`src/rtl/ingress_table_cfg_ctrl_if.sv`:
```
// Config-update channel between the NoC-side requester and the table config controller.
interface ingress_table_cfg_ctrl_if #(
  parameter int ADDR_W = 6,
  parameter int DATA_W = 16
);
  logic              cfg_req_val;
  logic [ADDR_W-1:0] cfg_req_addr;
  logic [DATA_W-1:0] cfg_req_data;
  logic              cfg_req_rdy;
  logic              cfg_resp_val;
  logic              cfg_resp_rdy;

  modport master (
    output cfg_req_val, cfg_req_addr, cfg_req_data, cfg_resp_rdy,
    input  cfg_req_rdy, cfg_resp_val
  );

  modport slave (
    input  cfg_req_val, cfg_req_addr, cfg_req_data, cfg_resp_rdy,
    output cfg_req_rdy, cfg_resp_val
  );
endinterface

```
`src/rtl/ingress_table_cfg_ctrl.sv`:
```
// Owns the ingress hash table write port: fills it from the init ROM after reset,
// then applies single-entry config updates behind a lookup fence.
module ingress_table_cfg_ctrl #(
  parameter int TABLE_ELS_LOG_2   = 6,
  parameter int INIT_TABLE_ELS    = 4,
  parameter int INIT_TABLE_ADDR_W = 2,
  parameter int TABLE_DATA_W      = 16
) (
  input  logic                         clk,
  input  logic                         rst,
  output logic                         init_table_rd,
  output logic [INIT_TABLE_ADDR_W-1:0] init_table_addr,
  input  logic [TABLE_DATA_W-1:0]      init_table_rd_data,
  output logic                         wr_req_val,
  output logic [TABLE_ELS_LOG_2-1:0]   wr_req_addr,
  output logic [TABLE_DATA_W-1:0]      wr_req_data,
  input  logic                         wr_req_rdy,
  input  logic                         table_idle,
  output logic                         lookup_en,
  output logic                         reset_done,
  ingress_table_cfg_ctrl_if.slave      cfg
);

  typedef enum logic [2:0] {
    INIT_RD   = 3'd0,
    INIT_WR   = 3'd1,
    IDLE      = 3'd2,
    CFG_DRAIN = 3'd3,
    CFG_WR    = 3'd4,
    CFG_RESP  = 3'd5
  } state_e;

  localparam logic [TABLE_ELS_LOG_2-1:0]   TBL_LAST = {TABLE_ELS_LOG_2{1'b1}};
  localparam logic [INIT_TABLE_ADDR_W-1:0] ROM_LAST = INIT_TABLE_ADDR_W'(INIT_TABLE_ELS - 1);

  state_e                         state_r;
  state_e                         next_state_s;
  logic [TABLE_ELS_LOG_2-1:0]     tbl_idx_r;
  logic [INIT_TABLE_ADDR_W-1:0]   rom_idx_r;
  logic                           first_r;
  logic [TABLE_ELS_LOG_2-1:0]     wr_addr_r;
  logic [TABLE_DATA_W-1:0]        wr_data_r;
  logic [TABLE_ELS_LOG_2-1:0]     cfg_addr_r;
  logic [TABLE_DATA_W-1:0]        cfg_data_r;
  logic                           done_r;

  // State register.
  always_ff @(posedge clk) begin
    if (rst) begin
      state_r <= INIT_RD;
    end else begin
      state_r <= next_state_s;
    end
  end

  // Next-state decode.
  always_comb begin
    next_state_s = state_r;
    case (state_r)
      INIT_RD: begin
        next_state_s = INIT_WR;
      end
      INIT_WR: begin
        if (wr_req_rdy) begin
          if (tbl_idx_r == TBL_LAST) begin
            next_state_s = IDLE;
          end else begin
            next_state_s = INIT_RD;
          end
        end else begin
          next_state_s = INIT_WR;
        end
      end
      IDLE: begin
        if (cfg.cfg_req_val) begin
          next_state_s = CFG_DRAIN;
        end else begin
          next_state_s = IDLE;
        end
      end
      CFG_DRAIN: begin
        if (table_idle) begin
          next_state_s = CFG_WR;
        end else begin
          next_state_s = CFG_DRAIN;
        end
      end
      CFG_WR: begin
        if (wr_req_rdy) begin
          next_state_s = CFG_RESP;
        end else begin
          next_state_s = CFG_WR;
        end
      end
      CFG_RESP: begin
        if (cfg.cfg_resp_rdy) begin
          next_state_s = IDLE;
        end else begin
          next_state_s = CFG_RESP;
        end
      end
      default: begin
        next_state_s = INIT_RD;
      end
    endcase
  end

  // Output decode from the registered state; ROM strobe is masked while rst is held.
  always_comb begin
    init_table_rd    = 1'b0;
    wr_req_val       = 1'b0;
    lookup_en        = 1'b0;
    cfg.cfg_req_rdy  = 1'b0;
    cfg.cfg_resp_val = 1'b0;
    case (state_r)
      INIT_RD: begin
        if (rst) begin
          init_table_rd = 1'b0;
        end else begin
          init_table_rd = 1'b1;
        end
      end
      INIT_WR: begin
        wr_req_val = 1'b1;
      end
      IDLE: begin
        lookup_en       = 1'b1;
        cfg.cfg_req_rdy = 1'b1;
      end
      CFG_DRAIN: begin
        lookup_en = 1'b0;
      end
      CFG_WR: begin
        wr_req_val = 1'b1;
      end
      CFG_RESP: begin
        lookup_en        = 1'b1;
        cfg.cfg_resp_val = 1'b1;
      end
      default: begin
        lookup_en = 1'b0;
      end
    endcase
  end

  // Counters, write-port holding registers and latched config request.
  always_ff @(posedge clk) begin
    if (rst) begin
      tbl_idx_r  <= {TABLE_ELS_LOG_2{1'b0}};
      rom_idx_r  <= {INIT_TABLE_ADDR_W{1'b0}};
      first_r    <= 1'b0;
      wr_addr_r  <= {TABLE_ELS_LOG_2{1'b0}};
      wr_data_r  <= {TABLE_DATA_W{1'b0}};
      cfg_addr_r <= {TABLE_ELS_LOG_2{1'b0}};
      cfg_data_r <= {TABLE_DATA_W{1'b0}};
      done_r     <= 1'b0;
    end else begin
      first_r <= (state_r == INIT_RD);
      case (state_r)
        INIT_RD: begin
          wr_addr_r <= tbl_idx_r;
        end
        INIT_WR: begin
          // ROM data is only valid in the first write cycle, so park it here.
          if (first_r) begin
            wr_data_r <= init_table_rd_data;
          end
          if (wr_req_rdy) begin
            tbl_idx_r <= tbl_idx_r + TABLE_ELS_LOG_2'(1);
            if (rom_idx_r == ROM_LAST) begin
              rom_idx_r <= {INIT_TABLE_ADDR_W{1'b0}};
            end else begin
              rom_idx_r <= rom_idx_r + INIT_TABLE_ADDR_W'(1);
            end
            if (tbl_idx_r == TBL_LAST) begin
              done_r <= 1'b1;
            end
          end
        end
        IDLE: begin
          if (cfg.cfg_req_val) begin
            cfg_addr_r <= cfg.cfg_req_addr;
            cfg_data_r <= cfg.cfg_req_data;
          end
        end
        CFG_DRAIN: begin
          if (table_idle) begin
            wr_addr_r <= cfg_addr_r;
            wr_data_r <= cfg_data_r;
          end
        end
        default: begin
          done_r <= done_r;
        end
      endcase
    end
  end

  assign init_table_addr = rom_idx_r;
  assign wr_req_addr     = wr_addr_r;
  assign wr_req_data     = ((state_r == INIT_WR) && first_r) ? init_table_rd_data : wr_data_r;
  assign reset_done      = done_r;

endmodule

```
`src/flat_wrapper.sv`:
```
// flat-port wrapper written by rule: the top's interface ports become plain ports
module ingress_table_cfg_ctrl_flat 
#(
  parameter int TABLE_ELS_LOG_2   = 6,
  parameter int INIT_TABLE_ELS    = 4,
  parameter int INIT_TABLE_ADDR_W = 2,
  parameter int TABLE_DATA_W      = 16
)
  (clk, rst, init_table_rd, init_table_addr, init_table_rd_data, wr_req_val, wr_req_addr, wr_req_data, wr_req_rdy, table_idle, lookup_en, reset_done, cfg_cfg_req_val, cfg_cfg_req_addr, cfg_cfg_req_data, cfg_cfg_resp_rdy, cfg_cfg_req_rdy, cfg_cfg_resp_val);
  ingress_table_cfg_ctrl_if #(.ADDR_W(6), .DATA_W(16)) cfg_i ();
  input  logic clk;
  input  logic rst;
  output logic init_table_rd;
  output logic [INIT_TABLE_ADDR_W-1:0] init_table_addr;
  input  logic [TABLE_DATA_W-1:0] init_table_rd_data;
  output logic wr_req_val;
  output logic [TABLE_ELS_LOG_2-1:0] wr_req_addr;
  output logic [TABLE_DATA_W-1:0] wr_req_data;
  input  logic wr_req_rdy;
  input  logic table_idle;
  output logic lookup_en;
  output logic reset_done;
  input wire logic [$bits(cfg_i.cfg_req_val)-1:0] cfg_cfg_req_val;
  input wire logic [$bits(cfg_i.cfg_req_addr)-1:0] cfg_cfg_req_addr;
  input wire logic [$bits(cfg_i.cfg_req_data)-1:0] cfg_cfg_req_data;
  input wire logic [$bits(cfg_i.cfg_resp_rdy)-1:0] cfg_cfg_resp_rdy;
  output wire logic [$bits(cfg_i.cfg_req_rdy)-1:0] cfg_cfg_req_rdy;
  output wire logic [$bits(cfg_i.cfg_resp_val)-1:0] cfg_cfg_resp_val;
  assign cfg_i.cfg_req_val = cfg_cfg_req_val;
  assign cfg_i.cfg_req_addr = cfg_cfg_req_addr;
  assign cfg_i.cfg_req_data = cfg_cfg_req_data;
  assign cfg_i.cfg_resp_rdy = cfg_cfg_resp_rdy;
  assign cfg_cfg_req_rdy = cfg_i.cfg_req_rdy;
  assign cfg_cfg_resp_val = cfg_i.cfg_resp_val;
  ingress_table_cfg_ctrl #(.TABLE_ELS_LOG_2(TABLE_ELS_LOG_2), .INIT_TABLE_ELS(INIT_TABLE_ELS), .INIT_TABLE_ADDR_W(INIT_TABLE_ADDR_W), .TABLE_DATA_W(TABLE_DATA_W)) u_core (.clk(clk), .rst(rst), .init_table_rd(init_table_rd), .init_table_addr(init_table_addr), .init_table_rd_data(init_table_rd_data), .wr_req_val(wr_req_val), .wr_req_addr(wr_req_addr), .wr_req_data(wr_req_data), .wr_req_rdy(wr_req_rdy), .table_idle(table_idle), .lookup_en(lookup_en), .reset_done(reset_done), .cfg(cfg_i));
endmodule
```
`config.mk`:
```
export PLATFORM = sky130hd
export DESIGN_NAME = ingress_table_cfg_ctrl_flat
export DESIGN_NICKNAME = d
export VERILOG_FILES = /design/src/rtl/ingress_table_cfg_ctrl_if.sv /design/src/rtl/ingress_table_cfg_ctrl.sv /design/src/flat_wrapper.sv
export SDC_FILE = /design/constraint.sdc
export NUM_CORES = 1
export LEC_CHECK = 0
export CORE_ASPECT_RATIO = 1.75
export CORE_MARGIN = 5
export CORE_UTILIZATION = 44
export CTS_CLUSTER_DIAMETER = 80
export DETAILED_ROUTE_END_ITERATION = 6
export GPL_TIMING_DRIVEN = 0
export HOLD_SLACK_MARGIN = 0.15
export PLACE_DENSITY = 0.7
export SYNTH_ARGS = -nofsm -noshare
export SYNTH_HDL_FRONTEND = slang
export SYNTH_SLANG_ARGS = --single-unit
```
`constraint.sdc`:
```
create_clock -name clk -period 2.1 [get_ports clk]
set_input_delay 0.21 -clock clk [delete_from_list [all_inputs] [get_ports clk]]
set_output_delay 0.21 -clock clk [all_outputs]
set_load 0.01 [all_outputs]
```
==> flow_summary.rst <==
.. list-table::
   :header-rows: 1

   * - Metric
     - Value
   * - Worst ir drop on vdd
     - 0.000534 V
   * - Final setup violation count
     - 0
   * - CTS max path bufs
     - 2
   * - Average cell area after synthesis
     - 8.33 um^2
   * - Unrepaired setup endpoints after global routing
     - false
   * - Multi-input logic area
     - ~1400 um^2
   * - Maximum level of the CTS H-tree
     - 3
   * - Width of the die
     - 69.8 um
   * - Final Hold Viols
     - 0
   * - Residual DRC count
     - 0
   * - Clock Sinks
     - 57
   * - IO Count
     - 74
   * - Synth Flop Type
     - dfxtp_1
   * - Library cell with the highest instance count after synthesis
     - dfxtp_1
   * - TritonCTS clock tree
     - built
   * - Period utilisation layout
     - between 90% and 100%
   * - Remaining antenna violation count
     - 0
   * - Max stage delay on crit path
     - around 0.34 ns
   * - Hold Buf Count CTS
     - 0
   * - Cell with the largest stage delay on the worst path
     - dfxtp_2
   * - DIE HEIGHT
     - about 110 um
   * - Netlist area before placement
     - roughly 2700 um^2
   * - Clock transition at the register clock pins on the worst setup and hold paths after CTS
     - 0.06 ns
   * - Core box area
     - 6130 um^2
   * - Drt wl/cell
     - approximately 16 um
   * - Overall die area
     - 7990 um^2
   * - Number of unique standard cell types used by synthesis
     - 44
   * - Final period demand of the worst path
     - between 1.5 and 2 ns
   * - Share of cells above drive strength 1
     - 16.5%
   * - Post-synth top area cell
     - dfxtp_1
   * - Path type of the worst setup path
     - flip-flop to primary output
   * - Pin count of the biggest net entering global routing
     - 12
   * - Element type at the critical path end
     - primary output
   * - Worst Skew
     - approximately 0.0094 ns
   * - Root buffer selected by CTS
     - clkbuf_8
   * - Total routed wirelength
     - between 7 and 8 mm
   * - Worst hold slack
     - around 0.33 ns
   * - Total number of vias
     - roughly 2700
   * - N_diodes
     - 0
   * - Placer's final routability congestion estimate
     - 0.862
   * - EDFF count, synth
     - 0
   * - Top cell type's share of synthesized area
     - about two fifths
   * - Ordered list of cells on the worst path
     - nand2b_4, nor3b_4, buf_4, buf_4, mux2_2, buf_2
   * - Rel. slew slack
     - about two thirds
   * - Detailed-routing iteration count for the pre-antenna-repair pass
     - 6
   * - Run status
     - finished clean
   * - Initial core utilization
     - 44.8%
   * - Post-synthesis sequential element count
     - 57
   * - Storage element area
     - 1150 um^2
   * - Post-Syn Nets
     - about 380
   * - Max Transition Viols Final
     - 0
   * - Max Fanout on Critical Path
     - 4
   * - Dpl hpwl
     - about 5.8 mm
   * - Fraction of registers with async set or reset after synthesis
     - 0%
   * - Cell family with most CP delay
     - buffers and inverters
   * - Post-Layout Cell Count
     - just over 500
   * - Warnings, synthesis
     - 0
   * - Cell row count
     - 38
   * - Sequential-to-total area share from yosys stat
     - approximately two fifths
   * - Later-pin clock latency in the skew report
     - between 0.3 and 0.4 ns
   * - Worst setup SP type
     - flip-flop
   * - 1st-iter DRT viols
     - 210
   * - Least-Margin Pin Slew
     - roughly 0.53 ns
   * - Buffers & Inverters on Critical Path
     - 3
   * - Remaining global-route overflow
     - 0
   * - Number of antenna violations at the first check in global routing
     - 0
   * - Arrival time worst endpoint
     - ~1.8 ns
   * - Number of global-route vias before repair
     - about 2700
   * - Number of buffers added by the clock tree synthesis step
     - 9
   * - Layout Area Growth over Synthesis
     - 37.2%
   * - Total Nets Final
     - about 470
   * - Leading post-synthesis cells by instance count
     - dfxtp_1 (57), nand2_1 (49), a21oi_1 (46), inv_1 (24), nor2_1 (20)
   * - First-pass GRT wire length
     - 13.0 mm
   * - Required time of the worst setup path
     - ~1.9 ns
   * - Fmax
     - 506 MHz
   * - Global-route usage over all layers
     - between 20 and 25%
   * - Fill cell count
     - roughly 580
   * - Detailed-route vias per instance
     - between 5 and 6
   * - Cell count after synthesis
     - 330
   * - Leakage
     - approximately 1.4 nW
   * - Areal power density over the cells
     - 660 nW/um^2
   * - Number of port buffers
     - slightly above 70
   * - Critical Path Most Common Cell
     - buf_4
   * - Max_cap viols
     - 0
   * - Number of placed instances, taps included
     - 482
   * - Top cells by area, synth
     - dfxtp_1 (42%), a21oi_1 (8.4%), nand2_1 (6.7%)
   * - Classification of the worst-slack hold path
     - primary input to flip-flop
[layout make-up]
cell class	instances	area share [%]
multi-input combinational	219	37.0
sequential	57	30.4
timing repair buffer	78	18.3
buffer	29	3.92
clock buffer	9	3.28
tap	80	2.65
inverter	25	2.49
clock inverter	7	1.89
[cell usage in the layout (no fill, tap or decap), types with 3 or more instances in the layout]
cell,synthesis,layout
a32o_1,16,16
clkinvlp_4,0,3
clkbuf_1,17,15
a211oi_1,16,16
inv_1,24,24
buf_6,1,5
mux2_1,10,8
o21ai_0,3,3
nor2_1,20,20
a221oi_1,6,6
a21oi_1,46,46
o22ai_1,6,6
nand3_1,3,3
buf_2,10,17
or3_1,3,3
clkbuf_8,0,9
clkdlybuf4s50_1,0,54
nand2_1,49,49
buf_4,1,5
dfxtp_1,57,54
mux2_2,7,7
clkbuf_2,0,9
[cell families after synthesis]
family	count (synthesis)	synth area share [%]
buffers and inverters	54	8.24
adders and majority gates	2	0.910
AOI/OAI and AO/OA	101	24.7
xor gates and xnor gates	1	0.319
and+or+nand+nor	96	16.6
DFF	57	41.5
muxes	19	7.69
[sequential cells by signal (all words and copies together) (netlist names)]
register,count
u_core.cfg_data_r,16
u_core.reset_done,1
u_core.state_r,3
u_core.cfg_addr_r,6
u_core.tbl_idx_r,6
u_core.first_r,1
u_core.wr_data_r,16
u_core.init_table_addr,2
u_core.wr_req_addr,6
[worst reg2reg max path, stage by stage (launching register included)]
cell and delay (ns):
dfxtp_2 0.34, buf_4 0.13, or4bb_1 0.58, clkbuf_1 0.27
nand2_1 0.13, a21oi_1 0.07
[report_power, final]
group	switching [mW]	internal [mW]
clock	0.452	0.544
sequential	0.0199	1.11
combinational	0.165	0.195
[timing repair]
action,in CTS,in global routing
cloned,1,0
setup buffers,4,1
endpoints found under the setup margin,19,17
pin swaps,1,1
hold endpoints to repair,0,0
gates resized for setup,54,21
[path summary, 6_finish.rpt]
kind              slack, ns  depth (start not counted)               endpoint                 start
hold / removal         0.33                          2    u_core.tbl_idx_r[3]                   rst
hold reg to reg        0.45                          2   u_core.cfg_data_r[9]  u_core.cfg_data_r[9]
setup / recovery       0.12                          6         wr_req_data[2]     u_core.state_r[2]
setup reg to reg       0.46                          5  u_core.cfg_data_r[11]     u_core.state_r[2]
[through the flow]
stage               TNS [ns]  setup WS (ns)  total power [mW]  instance area (um^2)  utilization (%)
detailed placement     -1.19         -0.130              1.52                  3570             58.2
finish                     0          0.124              2.49                  3770             61.5
global route               0         0.0176              2.60                  3770             61.5
floorplan                  0          0.494              1.33                  2750                -
global placement       -1.27         -0.132              1.52                  3570             58.2
CTS                        0         0.0266              2.53                  3840             62.6
[layer usage]
| metal | wire [um] | up-vias | part of all wire, % | global-route usage, % |
|---|---|---|---|---|
| met3 | 406 | 24 | 5.1 | 6.50 |
| met1 | 2980 | 1240 | 38 | 21.6 |
| met4 | 331 | 0 | 4.2 | 11.9 |
| met2 | 4180 | 86 | 53 | 35.8 |
| li1 | - | 1354 | - | - |
| met5 | 0 | - | 0 | 0 |
Note: power is estimated with default switching activity, not from simulation.
